`src/rtl/uart_byte_rx.sv`:
```
// 8N1 UART byte receiver: 16x oversampling, 3-sample majority vote,
// start-bit glitch rejection and stop-bit framing error pulse.
module uart_byte_rx #(
  parameter int CLK_FREQ = 50_000_000,
  parameter int OSR      = 16
) (
  input  logic       clk,
  input  logic       rst,
  input  logic [3:0] baud_set,
  input  logic       rs232_rx,
  output logic [7:0] data_byte,
  output logic       rx_done,
  output logic       frame_err,
  output logic       rx_busy
);

  localparam int D0 = CLK_FREQ / (9600 * OSR);
  localparam int D1 = CLK_FREQ / (19200 * OSR);
  localparam int D2 = CLK_FREQ / (38400 * OSR);
  localparam int D3 = CLK_FREQ / (57600 * OSR);
  localparam int D4 = CLK_FREQ / (115200 * OSR);
  localparam int DW = $clog2(D0);

  typedef enum logic [1:0] {
    IDLE,
    START,
    DATA,
    STOP
  } state_e;

  state_e        state_q;
  logic          sync1_q;
  logic          sync2_q;
  logic          prev_q;
  logic [DW-1:0] div_q;
  logic [DW-1:0] div_max_q;
  logic [3:0]    s_q;
  logic [2:0]    b_q;
  logic          v6_q;
  logic          v7_q;
  logic [7:0]    shift_q;
  logic [7:0]    data_q;
  logic          done_q;
  logic          ferr_q;
  logic          busy_q;

  logic start_edge;
  logic tick;
  logic vote;
  logic mid;
  logic bit_end;

  function automatic logic [DW-1:0] div_max(input logic [3:0] sel);
    case (sel)
      4'd1:    div_max = DW'(D1 - 1);
      4'd2:    div_max = DW'(D2 - 1);
      4'd3:    div_max = DW'(D3 - 1);
      4'd4:    div_max = DW'(D4 - 1);
      default: div_max = DW'(D0 - 1);
    endcase
  endfunction

  // Synchronizer resets high so reset release never looks like a start edge.
  always_ff @(posedge clk or negedge rst) begin
    if (!rst) begin
      sync1_q <= 1'b1;
      sync2_q <= 1'b1;
      prev_q  <= 1'b1;
    end else begin
      sync1_q <= rs232_rx;
      sync2_q <= sync1_q;
      prev_q  <= sync2_q;
    end
  end

  assign start_edge = prev_q & ~sync2_q;
  assign tick       = (div_q == div_max_q);
  assign mid        = tick && (s_q == 4'd8);
  assign bit_end    = tick && (s_q == 4'd15);
  assign vote       = (v6_q & v7_q) | (v6_q & sync2_q) | (v7_q & sync2_q);

  always_ff @(posedge clk or negedge rst) begin
    if (!rst) begin
      state_q   <= IDLE;
      div_q     <= '0;
      div_max_q <= '0;
      s_q       <= '0;
      b_q       <= '0;
      v6_q      <= 1'b1;
      v7_q      <= 1'b1;
      shift_q   <= '0;
      data_q    <= '0;
      done_q    <= 1'b0;
      ferr_q    <= 1'b0;
      busy_q    <= 1'b0;
    end else begin
      done_q <= 1'b0;
      ferr_q <= 1'b0;
      if (state_q == IDLE) begin
        div_q <= '0;
        s_q   <= '0;
      end else begin
        div_q <= tick ? '0 : div_q + DW'(1);
        if (tick) s_q <= s_q + 4'd1;
      end
      if (tick && s_q == 4'd6) v6_q <= sync2_q;
      if (tick && s_q == 4'd7) v7_q <= sync2_q;
      unique case (state_q)
        IDLE: begin
          if (start_edge) begin
            state_q   <= START;
            busy_q    <= 1'b1;
            b_q       <= '0;
            div_max_q <= div_max(baud_set);
          end
        end
        START: begin
          if (mid && vote) begin
            state_q <= IDLE;
            busy_q  <= 1'b0;
          end else if (bit_end) begin
            state_q <= DATA;
          end
        end
        DATA: begin
          if (mid) shift_q[b_q] <= vote;
          if (bit_end) begin
            if (b_q == 3'd7) state_q <= STOP;
            else b_q <= b_q + 3'd1;
          end
        end
        STOP: begin
          // Leave at mid-stop so a back-to-back start edge is not missed.
          if (mid) begin
            state_q <= IDLE;
            busy_q  <= 1'b0;
            if (vote) begin
              data_q <= shift_q;
              done_q <= 1'b1;
            end else begin
              ferr_q <= 1'b1;
            end
          end
        end
        default: state_q <= IDLE;
      endcase
    end
  end

  assign data_byte = data_q;
  assign rx_done   = done_q;
  assign frame_err = ferr_q;
  assign rx_busy   = busy_q;

endmodule

```
`config.mk`:
```
export PLATFORM = sky130hd
export DESIGN_NAME = uart_byte_rx
export DESIGN_NICKNAME = d
export VERILOG_FILES = /design/src/rtl/uart_byte_rx.sv
export SDC_FILE = /design/constraint.sdc
export NUM_CORES = 1
export LEC_CHECK = 0
export CORE_ASPECT_RATIO = 0.9
export CORE_MARGIN = 3
export CORE_UTILIZATION = 40
export CTS_BUF_LIST = sky130_fd_sc_hd__clkbuf_16
export DETAILED_ROUTE_END_ITERATION = 8
export DONT_BUFFER_PORTS = 1
export PLACE_DENSITY = 0.62
export SETUP_SLACK_MARGIN = 0.4
export SLEW_MARGIN = 0
export SYNTH_ARGS = -nofsm -noshare
export SYNTH_HDL_FRONTEND = slang
export SYNTH_SLANG_ARGS = --single-unit
export TNS_END_PERCENT = 100
```
`constraint.sdc`:
```
create_clock -name clk -period 2.55 [get_ports clk]
set_input_delay 0.255 -clock clk [delete_from_list [all_inputs] [get_ports clk]]
set_output_delay 0.255 -clock clk [all_outputs]
set_load 0.03 [all_outputs]
```
### Yosys cells after proc, flatten, opt, wreduce, memory -nomap -nowiden

Cells that the tools add are included.

| word-level totals | value |
|---|---|
| logic and storage cells | 92 |
| output and inout port bits | 11 |
| bits of input ports | 7 |
| bits in registers | 51 |

| cells by class | value |
|---|---|
| $add $sub $neg | 3 |
| magnitude comparators | 2 |
| reductions and logical operators | 16 |
| equality and inequality tests | 20 |
| bitwise gates (word level) | 7 |
| multiplexer cells | 29 |

Operator list:

| cell | number |
|---|---|
| $pmux W9 S4 | 1 |
| $mux W9 | 2 |
| $eq A4 B3 Y1 const B | 3 |
| $mux W2 | 6 |
| $ne A2 B2 Y1 const B | 6 |
| $mux W1 | 10 |
| $add A9 B1 Y9 const B | 1 |
| $eq A9 B9 Y1 | 1 |
| $mux W3 | 3 |
| $bwmux W8 | 1 |
| $eq A4 B2 Y1 const B | 2 |
| $eq A4 B4 Y1 const B | 2 |
| $mux W4 | 2 |
| $pmux W2 S4 | 1 |
| $reduce_and A4 Y1 | 2 |
| $logic_and A1 B1 Y1 | 6 |
| $pmux W3 S2 | 1 |
| $reduce_and A5 Y1 | 1 |
| $add A4 B1 Y4 const B | 1 |
| $and A1 B1 Y1 | 4 |
| $eq A2 B2 Y1 const B | 2 |
| $eq A4 B1 Y1 const B | 1 |
| $lt A3 B4 Y1 const B | 1 |
| $reduce_and A2 Y1 | 2 |
| 13 further kinds | 15 |

### Depth between registers and ports, before layout

Gate-level depths: netlist of the first run.

| depth | value |
|---|---|
| depth after elaboration | 6 |
| mapped depth | 8 |
| mapped depth without buffers | 7 |

### Worst setup path after synthesis of the first run

Ideal clock, no wire load.

| path | value |
|---|---|
| kind | register to register |
| from | register div_q[5] |
| to | register shift_q[2] |
| required time | 2.425 ns |
| clock period less this slack | 2.074 ns |
| cell stages (with the launch flop) | 7 |
| setup slack | 0.476 ns |
| setup time | 0.125 ns |
| arrival time | 1.950 ns |
| buffers on the path | 0 |
| path through | dfrtp_1 or3_4 a211oi_4 and4b_1 nand3b_1 nor3b_1 mux2_2 |

| between the ends | value |
|---|---|
| word-level cells in the longest chain between the ends | 3 |

RTL lines:

| item | RTL line | RTL |
|---|---|---|
| start, declared | 35 | `logic [DW-1:0] div_q;` |
| start signal, assigned | 103 | `div_q <= tick ? '0 : div_q + DW'(1);` |
| $eq A9 B9 Y1 | 77 | `assign tick = (div_q == div_max_q);` |
| $logic_and A1 B1 Y1 | 78 | `assign mid = tick && (s_q == 4'd8);` |
| $reduce_and A2 Y1 (no source line) | - |  |
| end signal, assigned by index | 126 | `if (mid) shift_q[b_q] <= vote;` |
| end, declared | 41 | `logic [7:0] shift_q;` |

Every way passes these cells.
A chain may end at the register's enable or synchronous reset.

### Worst setup path after layout of the first run

| path | value |
|---|---|
| from | register div_max_q[5] |
| to | register shift_q[0] |

| between the ends | value |
|---|---|
| word-level cells in the longest chain between the ends | 3 |

RTL lines:

| item | RTL line | RTL |
|---|---|---|
| start, declared | 36 | `logic [DW-1:0] div_max_q;` |
| start signal, assigned | 114 | `div_max_q <= div_max(baud_set);` |
| $eq A9 B9 Y1 | 77 |  |
| $logic_and A1 B1 Y1 | 78 |  |
| $reduce_and A2 Y1 (no source line) | - |  |

Every way passes these cells.

==> results of run 1 <==
## layer usage
metal	part of all wire (%)	global-route usage (%)	routed length, um
met5	0	0	0
met4	1.1	3.63	46
met3	3.6	3.49	152
met2	46	19.7	1940
met1	49	17.9	2090
## repair_timing
| item | CTS | global route |
|---|---|---|
| hold endpoints to repair | 50 | 0 |
| hold buffers | 3 | 0 |
| gates resized for setup | 3 | 2 |
| setup buffers | 1 | 0 |
| pin swaps | 1 | 1 |
| setup endpoints to repair | 6 | 7 |
## cells in the final DEF, fill, tap and decap left out, types with 2 or more instances in the layout
master                           n
sky130_fd_sc_hd__a21oi_1         3
sky130_fd_sc_hd__xnor2_1         6
sky130_fd_sc_hd__nor3_1          2
sky130_fd_sc_hd__nand4b_1        2
sky130_fd_sc_hd__nor2_1         22
sky130_fd_sc_hd__and3b_1         2
sky130_fd_sc_hd__a22o_1          6
sky130_fd_sc_hd__nand2_1        14
sky130_fd_sc_hd__ha_1           10
sky130_fd_sc_hd__a31oi_1         2
sky130_fd_sc_hd__mux2_2         18
sky130_fd_sc_hd__o21ai_0         6
sky130_fd_sc_hd__nand2b_1        3
sky130_fd_sc_hd__inv_1           7
sky130_fd_sc_hd__nand3b_1        4
sky130_fd_sc_hd__nand3_1         7
sky130_fd_sc_hd__xor2_1         10
sky130_fd_sc_hd__buf_4           2
sky130_fd_sc_hd__and2_1          2
sky130_fd_sc_hd__nand4_1         4
sky130_fd_sc_hd__nor3b_2         2
sky130_fd_sc_hd__clkbuf_16       5
sky130_fd_sc_hd__dfstp_2         5
sky130_fd_sc_hd__dfrtp_1        43
sky130_fd_sc_hd__nor2b_1         2
sky130_fd_sc_hd__and3_1          6
sky130_fd_sc_hd__dlygate4sd3_1   2
sky130_fd_sc_hd__mux2i_1         2
## worst register-to-register path, cell delays in order (launching register included)
cell                       delay, ns
sky130_fd_sc_hd__dfrtp_1        0.40
sky130_fd_sc_hd__or3_4          0.41
sky130_fd_sc_hd__a211oi_4       0.23
sky130_fd_sc_hd__and4b_1        0.24
sky130_fd_sc_hd__nand3b_1       0.17
sky130_fd_sc_hd__nor3_1         0.21
sky130_fd_sc_hd__mux2_2         0.35
## registers in the layout (all words and copies together), names as in the netlist, 3 cells and up, named ones only
signal and count:
b_q 3, data_byte 8, div_max_q 7, div_q 9, s_q 4, shift_q 8
## final cells by class
type / instances / share of cell area [%]
Sequential cell: 49 / 44.7
Multi-Input combinational cell: 155 / 42.8
Clock buffer: 5 / 4.54
Tap cell: 70 / 3.18
Timing Repair Buffer: 5 / 2.27
Clock inverter: 3 / 1.50
Inverter: 7 / 0.953
## per-stage QoR
step | hold slack (ns) | worst slack (ns) | power [mW] | cell area [um^2] | cells
after floorplan | -0.0406 | 0.476 | 1.26 | 2460 | 219
after global placement | -0.0392 | 0.361 | 1.34 | 2520 | 282
after detailed placement | -0.0395 | 0.319 | 1.35 | 2520 | 282
after CTS | 0.0577 | 0.406 | 2.12 | 2750 | 294
after global routing | 0.0618 | 0.301 | 2.23 | 2760 | 294
final | 0.0611 | 0.427 | 2.10 | 2760 | 294
## kinds of logic after synthesis
group	count (synthesis)	share of synthesized area (%)
mux	21	9.51
simple gates	80	18.0
buf+inv	15	2.64
flops	49	50.1
xor+xnor	16	5.69
fa+ha+maj	11	5.49
compound gates	27	8.54
## power by group through the flow
stage                     clock network (mW)  logic, mW  registers (mW)
final                                  0.730      0.442           0.933
after global routing                   0.784      0.506           0.940
after CTS                              0.749      0.444           0.931
after detailed placement                   0      0.407           0.944
after global placement                     0      0.400           0.941
after floorplan                            0      0.341           0.921
## final timing paths
| path | from | slack [ns] | end |
|---|---|---|---|
| setup / recovery | div_max_q[5] | 0.43 | shift_q[0] |
| hold / removal | baud_set[3] | 0.06 | div_max_q[3] |
| setup reg to reg | div_max_q[5] | 0.43 | shift_q[0] |
| hold reg to reg | sync1_q | 0.36 | sync2_q |
| max in group asynchronous | rst | 1.78 | prev_q |
| min in group asynchronous | rst | 0.48 | data_byte[7] |
==> impl_results.rst, run 1 <==
.. list-table::
   :header-rows: 1

   * - Metric
     - Value
   * - Setup Viol. Count Final
     - 0
   * - Final clock skew
     - 0.00497 ns
   * - Number of global-route vias before repair
     - 1,556
   * - Areal power density over the cells
     - 763 nW/um^2
   * - Post-detail-place hpwl
     - 2.94 mm
   * - First-pass GRT wire length
     - 7.22 mm
   * - Instance count on the critical path
     - 6
   * - Post-detailed-route count of antenna-violating nets
     - 0
   * - Die Footprint
     - 7130 um^2
   * - 1st-iter DRT viols
     - 66
   * - Fill cells
     - 524
   * - Top-area cell type share of the netlist area
     - 44.7%
   * - Antenna violations before repair
     - 0
   * - Actual slew at the worst max-slew pin
     - 0.502 ns
   * - Via-to-Cell Ratio
     - 5.35
   * - Syn. warnings
     - 0
   * - Number of buffers created by CTS
     - 5
   * - Count of standard-cell rows
     - 26
   * - Cell area after synthesis
     - 2460 um^2
   * - Final routed DRC violation total
     - 0
   * - Switching portion of total power
     - 28.7%
   * - Most used standard cell by instance count after synthesis
     - sky130_fd_sc_hd__dfrtp_1
   * - IR drop worst, VDD
     - 0.000362 V
   * - Buffers added on ports
     - 0
   * - Top cells by area in the synthesized netlist
     - sky130_fd_sc_hd__dfrtp_1 (45%), sky130_fd_sc_hd__mux2_2 (8.7%), sky130_fd_sc_hd__dfstp_2 (5.3%)
   * - Length of the first detailed-routing pass in iterations
     - 5
   * - Max-Slew Margin vs Limit
     - 66.5%
   * - Core ar.
     - 5820 um^2
   * - Worst reg2reg path depth
     - 6
   * - Clock tree from TritonCTS
     - done
   * - Family of cells with the greatest summed delay on the critical path
     - simple AND/OR/NAND/NOR gates
   * - Width of the die
     - 88.7 um
   * - Slowest cell on crit path
     - sky130_fd_sc_hd__or3_4
   * - Largest net degree at the start of global routing
     - 50
   * - Diodes inserted
     - 0
   * - Classification of the worst setup path
     - reg2reg
   * - Most area-hungry cell type in the Yosys netlist
     - sky130_fd_sc_hd__dfrtp_1
   * - Sink Count
     - 49
   * - Layout cell share with drive strength beyond 1
     - 20.5%
   * - Effective utilization at floorplan
     - 42.3%
   * - Hold path depth
     - 1
   * - Grt total ovfl
     - 0
   * - Post-synth EDFFs
     - 0
   * - Worst-skew pair later-pin latency
     - 0.28 ns
   * - Total routed wirelength
     - 4.23 mm
   * - Highest achievable clock rate
     - 471 MHz
   * - Synth Register Bits
     - 49
   * - Max cap viols
     - 0
   * - Sw Pwr
     - 603 uW
   * - Count of H-tree levels built during CTS
     - 2
   * - Worst hold path type
     - in2reg
   * - Period utilisation layout
     - 83.2%
   * - Seq. cell area
     - 1230 um^2
   * - DR vias
     - 1,572
   * - Endpoint arrival time on the critical path
     - 2.29 ns
   * - Run status
     - finished clean
   * - Sequential cell fraction of total power
     - 44.3%
   * - Ports placed on the boundary
     - 18
   * - Synthesized Nets
     - 236
   * - Clk pwr share
     - 34.7%
   * - Overall die height
     - 80.4 um
   * - Total internal power
     - 1.50 mW
   * - Series of cell instances along the critical path
     - or3_4 > a211oi_4 > and4b_1 > nand3b_1 > nor3_1 > mux2_2
   * - Routability cong.
     - 0.776
   * - Final sum of negative setup slack
     - 0 ns
   * - Layout-stage area growth over the synthesis result
     - 12.0%
   * - Multi-input gate area in the final layout
     - 1180 um^2
   * - Top fanout value on the critical path
     - 4
   * - Final count of pins violating max slew
     - 0
   * - Tot GR Track Use
     - 12.9%
   * - Syn Area/Cell
     - 11.2 um^2
   * - Sequential element share of the synthesized area
     - 50.1%
   * - Critical path buffer and inverter count
     - 0
   * - Capturing element type of the critical path
     - flop
   * - DR WL/cell
     - 14.4 um
   * - Pleak
     - 1.28 nW
   * - Count of distinct cell types in the synthesized netlist
     - 47
   * - Logic pwr share
     - 21.0%
   * - Clock-pin slew on the worst setup and hold paths
     - 0.06 ns
   * - Largest stage delay on the critical path
     - 0.41 ns
   * - Final hold vios
     - 0
   * - Cell chosen for the clock root
     - sky130_fd_sc_hd__clkbuf_16
   * - Core utilization of the finished layout
     - 47.4%
   * - Most frequent cells after synthesis
     - sky130_fd_sc_hd__dfrtp_1 (44), sky130_fd_sc_hd__nor2_1 (22), sky130_fd_sc_hd__mux2_2 (19)
   * - Tmin final
     - 2.12 ns
   * - Critical path required time
     - 2.72 ns
   * - Setup repair after global routing missed its margin
     - true
   * - Fraction of synthesis flops using an asynchronous set or reset pin
     - 100%
   * - Launching element type of the critical path
     - flop
   * - Gate Count Post-Synth
     - 219
   * - Clock tree buffer depth
     - 2
   * - Most instantiated flip-flop cell in the synthesis netlist
     - sky130_fd_sc_hd__dfrtp_1
   * - Nets@finish
     - 240
No activity file was read; power rests on OpenSTA's default activity.
==> run 2, diff against run 1 <==
==> constraint.sdc (replaced) <==
create_clock -name clk -period 2.2 [get_ports clk]
set_input_delay 0.22 -clock clk [delete_from_list [all_inputs] [get_ports clk]]
set_output_delay 0.22 -clock clk [all_outputs]
set_load 0.03 [all_outputs]
==> impl_results.rst, run 2 (synthesis gave the netlist of run 1 again) <==
.. list-table::
   :header-rows: 1

   * - Metric
     - Value
   * - Run status
     - finished clean
   * - Final count of pins violating max slew
     - 0
   * - Grt total ovfl
     - 0
   * - Post-detailed-route count of antenna-violating nets
     - 0
   * - IR drop worst, VDD
     - 0.000372 V
   * - Die Footprint
     - 7130 um^2
   * - Via-to-Cell Ratio
     - 5.34
   * - Commonest non-fill, non-tap cell in the layout
     - sky130_fd_sc_hd__dfrtp_1
   * - Antenna violations before repair
     - 0
   * - Most frequent cells in the layout
     - sky130_fd_sc_hd__dfrtp_1 (44), sky130_fd_sc_hd__nor2_1 (22), sky130_fd_sc_hd__mux2_2 (16)
   * - Number of global-route vias before repair
     - 1,647
   * - Count of H-tree levels built during CTS
     - 2
   * - Worst-skew pair later-pin latency
     - 0.29 ns
   * - Core ar.
     - 5820 um^2
   * - Cell chosen for the clock root
     - sky130_fd_sc_hd__clkbuf_16
   * - Multi-input gate area in the final layout
     - 1210 um^2
   * - Origin of the critical flop-to-flop path
     - div_max_q[5]
   * - Register with the most flip-flops
     - div_q
   * - Period utilisation layout
     - 94.8%
   * - Max cap viols
     - 0
   * - Final routed DRC violation total
     - 0
   * - Routability cong.
     - 0.832
   * - Areal power density over the cells
     - 840 nW/um^2
   * - Post-Layout Inst Area
     - 2860 um^2
   * - DR WL/cell
     - 14.6 um
   * - First element of the critical path
     - div_max_q[5]
   * - Clock tree buffer depth
     - 2
   * - Launching element type of the critical path
     - flop
   * - Critical path required time
     - 2.38 ns
   * - Post-detail-place hpwl
     - 3.03 mm
   * - Actual slew at the worst max-slew pin
     - 0.550 ns
   * - Count of standard-cell rows
     - 26
   * - Length of the first detailed-routing pass in iterations
     - 4
   * - Buffers added on ports
     - 0
   * - Endpoint arrival time on the critical path
     - 2.26 ns
   * - Layout cell share with drive strength beyond 1
     - 26.3%
   * - 1st-iter DRT viols
     - 75
   * - Min-Delay Startpoint
     - baud_set[3]
   * - Clock tree from TritonCTS
     - done
   * - Total routed wirelength
     - 4.47 mm
   * - Clock-pin slew on the worst setup and hold paths
     - 0.07 ns
   * - Overall die height
     - 80.4 um
   * - Final clock skew
     - 0.00908 ns
   * - Setup Viol. Count Final
     - 0
   * - Flip-flop count of the largest register, all copies and words added
     - 9
   * - Tot GR Track Use
     - 14.4%
   * - Seq. cell area
     - 1230 um^2
   * - Nets@finish
     - 252
   * - Final hold vios
     - 0
   * - Fill cells
     - 517
   * - Max-Slew Margin vs Limit
     - 63.4%
   * - Layout-stage area growth over the synthesis result
     - 16.3%
   * - Largest net degree at the start of global routing
     - 50
   * - Width of the die
     - 88.7 um
   * - Capturing element type of the critical path
     - flop
   * - Final sum of negative setup slack
     - 0 ns
   * - Pleak
     - 1.37 nW
   * - Worst hold path type
     - in2reg
   * - Sink Count
     - 49
   * - Tmin final
     - 2.09 ns
   * - Ports placed on the boundary
     - 18
   * - Diodes inserted
     - 0
   * - Setup repair after global routing missed its margin
     - true
   * - Classification of the worst setup path
     - reg2reg
   * - First-pass GRT wire length
     - 7.84 mm
   * - Highest achievable clock rate
     - 479 MHz
   * - Effective utilization at floorplan
     - 42.3%
   * - Top fanout value on the critical path
     - 4
   * - DR vias
     - 1,634
   * - Number of buffers created by CTS
     - 5
   * - Area after detailed placement
     - 2570 um^2
## run 2: cell types whose count changed in the layout (fill, tap and decap cells not counted), moves of 2 or more
cell and change:
sky130_fd_sc_hd__buf_4 +10, sky130_fd_sc_hd__nand2_1 -3, sky130_fd_sc_hd__buf_6 +2, sky130_fd_sc_hd__mux2_2 -2, sky130_fd_sc_hd__mux2_4 +2, sky130_fd_sc_hd__nand2_2 +2
## run 2: path summary, 6_finish.rpt
path	slack (ns)	cells after the start	endpoint
hold / removal	0.03	1	div_max_q[3]
max in group asynchronous	1.47	2	sync1_q
setup / recovery	0.11	6	shift_q[2]
setup reg to reg	0.11	6	shift_q[2]
hold reg to reg	0.36	0	sync2_q
min in group asynchronous	0.43	2	data_byte[3]
## run 2: layout make-up
class	count	area share [%]
inverter	7	0.918
clock inverter	3	0.612
multi-input combinational	155	42.4
clock buffer	5	4.37
tap	70	3.06
sequential	49	43.1
timing repair buffer	17	5.60
## run 2: per-stage QoR
step                      util (%)  hold WS, ns  setup WS [ns]  instances  power, mW
after floorplan                  -      -0.0756          0.180        219       1.46
after global placement        44.1      -0.0743         0.0874        287       1.57
after detailed placement      44.1      -0.0747         0.0247        287       1.58
after CTS                     49.0       0.0158          0.118        306       2.43
after global routing          49.1       0.0202        0.00521        306       2.57
final                         49.1       0.0266          0.114        306       2.40
## run 2: repair_timing
| action | in CTS | in global routing |
|---|---|---|
| endpoints found under the hold margin | 50 | 0 |
| pin swaps | 4 | 2 |
| setup buffers | 8 | 0 |
| setup endpoints to repair | 26 | 38 |
| resized for setup | 10 | 4 |
| hold buffers | 3 | 0 |
## run 2: metal layers
| metal | vias up | GRT usage, % | share of wire [%] |
|---|---|---|---|
| met5 | - | 0 | 0 |
| met1 | 795 | 19.8 | 49 |
| met4 | 0 | 3.78 | 0.85 |
| met2 | 28 | 21.4 | 46 |
| li1 | 806 | - | - |
| met3 | 5 | 5.33 | 3.9 |
## run 2: worst max-delay path, stage by stage (launching register included)
cell,delay [ns]
sky130_fd_sc_hd__dfrtp_1,0.37
sky130_fd_sc_hd__or3_4,0.40
sky130_fd_sc_hd__a211oi_4,0.22
sky130_fd_sc_hd__and4b_1,0.24
sky130_fd_sc_hd__nand3b_1,0.17
sky130_fd_sc_hd__nor3b_2,0.25
sky130_fd_sc_hd__mux2_4,0.32
## run 2: report_power, final
| part | leakage (nW) | switching [mW] | internal [mW] |
|---|---|---|---|
| Clock | 0.0712 | 0.319 | 0.417 |
| Combinational | 0.650 | 0.326 | 0.279 |
| Sequential | 0.647 | 0.0756 | 0.986 |
| Total | 1.37 | 0.721 | 1.68 |
==> run 3, diff against run 2 <==
--- a/config.mk
+++ b/config.mk
@@ -13,6 +13,7 @@
 export DONT_BUFFER_PORTS = 1
 export PLACE_DENSITY = 0.62
 export SETUP_SLACK_MARGIN = 0.4
+export SKIP_LAST_GASP = 1
 export SLEW_MARGIN = 0
 export SYNTH_ARGS = -nofsm -noshare
 export SYNTH_HDL_FRONTEND = slang
==> results of run 3 <==
Same layout as run 2: the final DEF is identical, and so are final timing and power.
